$ cat src/rtl/serial_operand_feeder.sv
// rtl/serial_operand_feeder.sv - parallel-to-serial operand feeder for the bit-serial adder
// Loads an operand pair, streams it LSB-first with the adder clear and a final-result done pulse.
module serial_operand_feeder #(
    parameter int N = 4,
    localparam int IDX_W = (N > 1) ? $clog2(N) : 1
) (
    input  logic             clk,
    input  logic             reset,
    input  logic             in_valid,
    output logic             in_ready,
    input  logic [N-1:0]     op_a,
    input  logic [N-1:0]     op_b,
    input  logic             abort,
    output logic             a_bit,
    output logic             b_bit,
    output logic             sa_reset,
    output logic [IDX_W-1:0] bit_idx,
    output logic             last_bit,
    output logic             busy,
    output logic             done
);

    typedef enum logic [1:0] {
        IDLE  = 2'd0,
        SHIFT = 2'd1,
        DONE  = 2'd2
    } state_t;

    localparam logic [IDX_W-1:0] LAST_IDX = IDX_W'(N - 1);

    state_t         state;
    logic [N-1:0]   sh_a;
    logic [N-1:0]   sh_b;
    logic [IDX_W-1:0] idx_next;

    assign idx_next = bit_idx + IDX_W'(1);

    // Every output is a flop loaded alongside the state, so the adder never sees
    // a combinational path from in_valid/abort/op_* and nothing glitches mid-cycle.
    // The shift registers hold the bits still to come; bit 0 is already on a_bit/b_bit.
    always_ff @(posedge clk or posedge reset) begin
        if (reset) begin
            state    <= IDLE;
            sh_a     <= '0;
            sh_b     <= '0;
            bit_idx  <= '0;
            in_ready <= 1'b1;
            sa_reset <= 1'b1;
            a_bit    <= 1'b0;
            b_bit    <= 1'b0;
            last_bit <= 1'b0;
            busy     <= 1'b0;
            done     <= 1'b0;
        end else begin
            case (state)
                IDLE: begin
                    // abort wins over an acceptance presented in the same cycle
                    if (in_valid && in_ready && !abort) begin
                        state    <= SHIFT;
                        sh_a     <= op_a >> 1;
                        sh_b     <= op_b >> 1;
                        a_bit    <= op_a[0];
                        b_bit    <= op_b[0];
                        bit_idx  <= '0;
                        last_bit <= 1'b0;
                        in_ready <= 1'b0;
                        sa_reset <= 1'b0;
                        busy     <= 1'b1;
                        done     <= 1'b0;
                    end
                end

                SHIFT: begin
                    if (abort) begin
                        state    <= IDLE;
                        sh_a     <= '0;
                        sh_b     <= '0;
                        bit_idx  <= '0;
                        in_ready <= 1'b1;
                        sa_reset <= 1'b1;
                        a_bit    <= 1'b0;
                        b_bit    <= 1'b0;
                        last_bit <= 1'b0;
                        busy     <= 1'b0;
                        done     <= 1'b0;
                    end else if (bit_idx == LAST_IDX) begin
                        state    <= DONE;
                        bit_idx  <= '0;
                        a_bit    <= 1'b0;
                        b_bit    <= 1'b0;
                        last_bit <= 1'b0;
                        done     <= 1'b1;
                    end else begin
                        a_bit    <= sh_a[0];
                        b_bit    <= sh_b[0];
                        sh_a     <= sh_a >> 1;
                        sh_b     <= sh_b >> 1;
                        bit_idx  <= idx_next;
                        last_bit <= (idx_next == LAST_IDX);
                    end
                end

                DONE: begin
                    // the adder keeps its result through this cycle and is cleared from the next
                    state    <= IDLE;
                    sh_a     <= '0;
                    sh_b     <= '0;
                    bit_idx  <= '0;
                    in_ready <= 1'b1;
                    sa_reset <= 1'b1;
                    a_bit    <= 1'b0;
                    b_bit    <= 1'b0;
                    last_bit <= 1'b0;
                    busy     <= 1'b0;
                    done     <= 1'b0;
                end

                default: begin
                    state    <= IDLE;
                    sh_a     <= '0;
                    sh_b     <= '0;
                    bit_idx  <= '0;
                    in_ready <= 1'b1;
                    sa_reset <= 1'b1;
                    a_bit    <= 1'b0;
                    b_bit    <= 1'b0;
                    last_bit <= 1'b0;
                    busy     <= 1'b0;
                    done     <= 1'b0;
                end
            endcase
        end
    end

endmodule

$ cat config.mk
export PLATFORM = sky130hd
export DESIGN_NAME = serial_operand_feeder
export DESIGN_NICKNAME = d
export VERILOG_FILES = /design/src/rtl/serial_operand_feeder.sv
export SDC_FILE = /design/constraint.sdc
export NUM_CORES = 1
export LEC_CHECK = 0
export CAP_MARGIN = 20
export CORE_MARGIN = 2
export CORE_UTILIZATION = 44
export CTS_BUF_LIST = sky130_fd_sc_hd__clkbuf_2
export DETAILED_ROUTE_END_ITERATION = 8
export GPL_TIMING_DRIVEN = 1
export HOLD_SLACK_MARGIN = 0.12
export PLACE_DENSITY = 0.86
export SETUP_SLACK_MARGIN = 0.15
export SLEW_MARGIN = 25
export SYNTH_ARGS = -nofsm -noshare
export SYNTH_HDL_FRONTEND = slang
export SYNTH_SLANG_ARGS = --single-unit
$ cat constraint.sdc
create_clock -name clk -period 1.5 [get_ports clk]
set_input_delay 0.3 -clock clk [delete_from_list [all_inputs] [get_ports clk]]
set_output_delay 0.3 -clock clk [all_outputs]
set_load 0.005 [all_outputs]
======== Word level (Yosys, flattened, before mapping) ========
Cells that the tools add are included.
storage, ports and cells
  output and inout bits ................... 9
  word-level logic and storage cells ...... 61
  flip-flop bits (word level) ............. 18
operators by class
  mux-type cells .......................... 36
  equal/unequal tests ..................... 7
  reductions and logical operators ........ 7
  add/subtract/negate cells ............... 1
operator list
  cell                   count
  $mux W4                6
  $pmux W4 S2            2
  $mux W1                14
  $mux W2                6
  $pmux W1 S2            6
  $pmux W2 S2            2
  $ne A3 B3 Y1 const B   2
  $reduce_and A2 Y1      3
  $eq A2 B2 Y1 const B   2
  $ne A2 B2 Y1 const B   2
  $add A2 B1 Y2 const B  1
  $eq A2 B1 Y1 const B   1
  $logic_and A1 B1 Y1    2
  $logic_not A2 Y1       1
  $logic_not A1 Y1       1

======== Depth between registers and ports, before layout ========
  word-level depth ........................ 5
  mapped depth ............................ 4
  gate-level depth less buffers ........... 4

======== Worst setup path before layout ========
No wires, ideal clock.
  path kind ............................... reg2reg
  start point ............................. register, netlist name sa_reset
  end point ............................... register sh_a[1]
  clock period less this slack ............ 1.387 ns
  setup time .............................. 0.126 ns
  setup slack ............................. 0.113 ns
  data required time ...................... 1.374 ns
  arrival ................................. 1.261 ns
  stages on the path, launching flop included .. 4
  cell sequence ........................... dfstp_2 > nor4bb_4 > a211oi_2 > a221o_1
RTL lines
  what                    RTL line  RTL
  end signal: assignment  60        sh_a <= op_a >> 1;
  end signal: assignment  96        sh_a <= sh_a >> 1;
  end: declaration        32        logic [N-1:0] sh_a;

==> out/qor.txt <==
hold_ws -> 314 ps
DRT Pass-1 Iters -> 2
post-DP HPWL -> 1340 um
largest net degree at the start of global routing -> 17
Horiz. Die Dim -> 46.9 um
Worst-path clk slew -> 150 ps
Switching Share -> 27.4%
Top cell by count, worst path -> buf_6
final net count -> 126
# clock sinks -> 16
slowest CP cell -> dfstp_2
Worst Skew -> 1.25 ps
Clk pwr share -> 15.8%
average wire per standard cell -> 14.3 um
sequential area share after synthesis -> 49.5%
Switch Pwr -> 328 uW
DRT iter0 DRCs -> 4
Placer Congestion -> 0.797
final worst slack -> -34.7 ps
die height -> 46.9 um
Worst slew margin -> 71.5%
Required @ worst endpoint -> 1670 ps
yosys warns -> 0
leakage -> 0.623 nW
worst vdd ir -> 0.489 mV
TritonCTS clock tree -> built
worst slew pin tran -> 417 ps
clk root buf -> clkbuf_2
Fillers -> 137
kind of critical path -> reg2reg
Ant. Diodes -> 0
P per Cell Area -> 955 nW/um^2
part of the power in registers -> 51.2%
buffers from clock root to sink, at most -> 2
CP arrival -> 1710 ps
RSZ-0062 raised after global routing -> true
initial antenna violation count -> 0
minimum clock period -> 1530 ps
Via Count -> 687
Multi-input gate area -> 393 um^2
total congestion overflow -> 0
Starting Density -> 47.0%
Post-route DRC -> 0
Port Buffers -> 20
row count -> 15
Final setup violation count -> 4
status -> complete, but fails checks
sequential cell area -> 402 um^2
Hold WC Path Type -> in2async
Combinational Power Share -> 33.1%
synthesized flop and latch total -> 16
Worst R2R Start -> sa_reset
fin. max-slew vios -> 0
area of the mapped netlist -> 811 um^2
Final Cell Area -> 1250 um^2
Cells after Synth -> 66
Worst R2R Setup Slack -> -30 ps
clock latency on the worst-skew pair -> 270 ps
r2r worst-path depth -> 5
fmax -> 652 MHz
DRT Wirelength -> 1940 um
H-tree levels -> 1
crit path max fanout -> 5
CTS Hold Bufs -> 0
number of routed nets with antenna violations -> 0
Synth Area per Inst -> 12.3 um^2
TritonCTS Buffers -> 3
Layout Area Growth over Synthesis -> 54.3%
Yosys cell types -> 27
Max Cap Viol -> 0
R2R Path End -> sh_b[1]
number of vias per cell -> 5.05
internal power -> 867 uW
vias in the first global route -> 681
die area -> 2200 um^2
Fin. Hold Viols -> 0
Tcrit/Tclk final -> 102%
max incr delay on CP -> 570 ps
CP startpoint kind -> flip-flop
Ports -> 21
share of layout cells above drive strength 1 -> 37.8%
Setup crit end kind -> flip-flop
total track usage -> 19.1%
synthesized net count -> 80
failing checks -> setup timing
global-route wire length before repair -> 2880 um
placed inst area -> 1110 um^2
crit-path cells -> buf_6 -> buf_6 -> nor4bb_4 -> a211oi_4 -> a221o_1
core area -> 1730 um^2
power groups by stage:
stage | logic, mW | clock network, mW | registers, mW
final | 0.395 | 0.188 | 0.612
after global routing | 0.435 | 0.210 | 0.631
after CTS | 0.405 | 0.191 | 0.613
after detailed placement | 0.384 | 0 | 0.627
after global placement | 0.368 | 0 | 0.619
after floorplan | 0.175 | 0 | 0.620
registers in the layout, summed over array words and instances, names as in the netlist:
signal	count
b_bit	1
state	2
done	1
bit_idx	2
sh_b	3
sh_a	3
busy	1
sa_reset	1
last_bit	1
a_bit	1
cells in the final DEF (no fill, tap or decap), types with 3 or more instances in the layout:
| cell type | instances |
|---|---|
| dlygate4sd2_1 | 7 |
| clkbuf_2 | 4 |
| a22o_1 | 3 |
| buf_6 | 6 |
| dfrtp_1 | 15 |
| inv_1 | 6 |
| nand2b_1 | 3 |
| clkdlybuf4s50_1 | 10 |
| buf_4 | 20 |
| and2_1 | 6 |
| a221o_1 | 6 |
| a21oi_1 | 3 |
cell type report:
| class | instances | area share (%) |
|---|---|---|
| flip-flops and latches | 16 | 32.1 |
| multi-input cells | 41 | 31.4 |
| repair buffers | 44 | 30.7 |
| well taps | 25 | 2.50 |
| inverters | 6 | 1.80 |
| clock buffers | 3 | 1.20 |
| clock inverters | 1 | 0.300 |
routing by layer:
layer / track usage (%) / share of wire, % / wire length, um
met1: 21.5 / 44 / 848
met2: 32.9 / 52 / 1000
met3: 6.54 / 4.5 / 87
met4: 7.78 / 0.21 / 4
met5: 0 / 0 / 0
cell families after synthesis:
logic type | share of synthesized area (%)
compound gates | 19.4
fa+ha+maj | 3.09
buf+inv | 5.71
flops | 49.5
mux | 1.39
simple gates | 20.8
through the flow:
step	setup WS [ps]	TNS (ps)	power, mW	std cells	utilization, %
global placement	-241	-2610	0.987	120	64.2
floorplan	200	0	0.795	66	-
finish	-34.7	-108	1.19	136	72.5
detailed placement	-305	-3470	1.01	120	64.2
global route	-81.5	-409	1.28	136	72.5
CTS	-38.0	-41.1	1.21	133	69.6
worst max-delay path: cells and delay by family (launching register included):
family	cells	cell delay, ps
compound gates	2	400
flops	1	570
buf+inv	2	180
simple gates	1	280
Yosys cell counts:
master,count,share of area (%)
buf_6,1,1.4
a22o_1,3,3.2
and3b_1,1,1.1
nand3b_1,1,0.93
nor2_1,1,0.46
a221o_1,6,7.4
mux2_2,1,1.4
a21oi_1,3,1.9
buf_4,1,0.93
a41o_1,1,1.2
a211oi_2,1,1.5
o21ai_0,3,1.9
nor3b_1,1,0.93
and3_1,1,0.77
and2_1,6,4.6
inv_1,6,2.8
nor4bb_4,1,3.1
nor3_2,2,2.5
dfrtp_1,15,46
nor4b_2,1,1.9
nor3b_4,1,2.3
o21ba_1,1,1.2
ha_1,2,3.1
nand2b_1,3,2.3
dfstp_2,1,3.2
a2111oi_0,1,1.1
buf_2,1,0.62
timing repair:
| item | CTS | global route |
|---|---|---|
| hold endpoints to repair | 0 | 0 |
| resized for setup | 20 | 12 |
| pin swaps | 7 | 7 |
| endpoints found under the setup margin | 22 | 17 |
| buffers inserted | 9 | 3 |
how the worst max path moves through the flow:
stage               endpoint  startpoint  slack (ps)
CTS                  sh_b[1]    sa_reset         -40
global route         sh_b[1]    sa_reset         -80
finish               sh_b[1]    sa_reset         -30
floorplan              a_bit    sa_reset         200
global placement     sh_b[1]       abort        -240
detailed placement   sh_b[1]       abort        -300
Power figures use the tool's default switching activity.
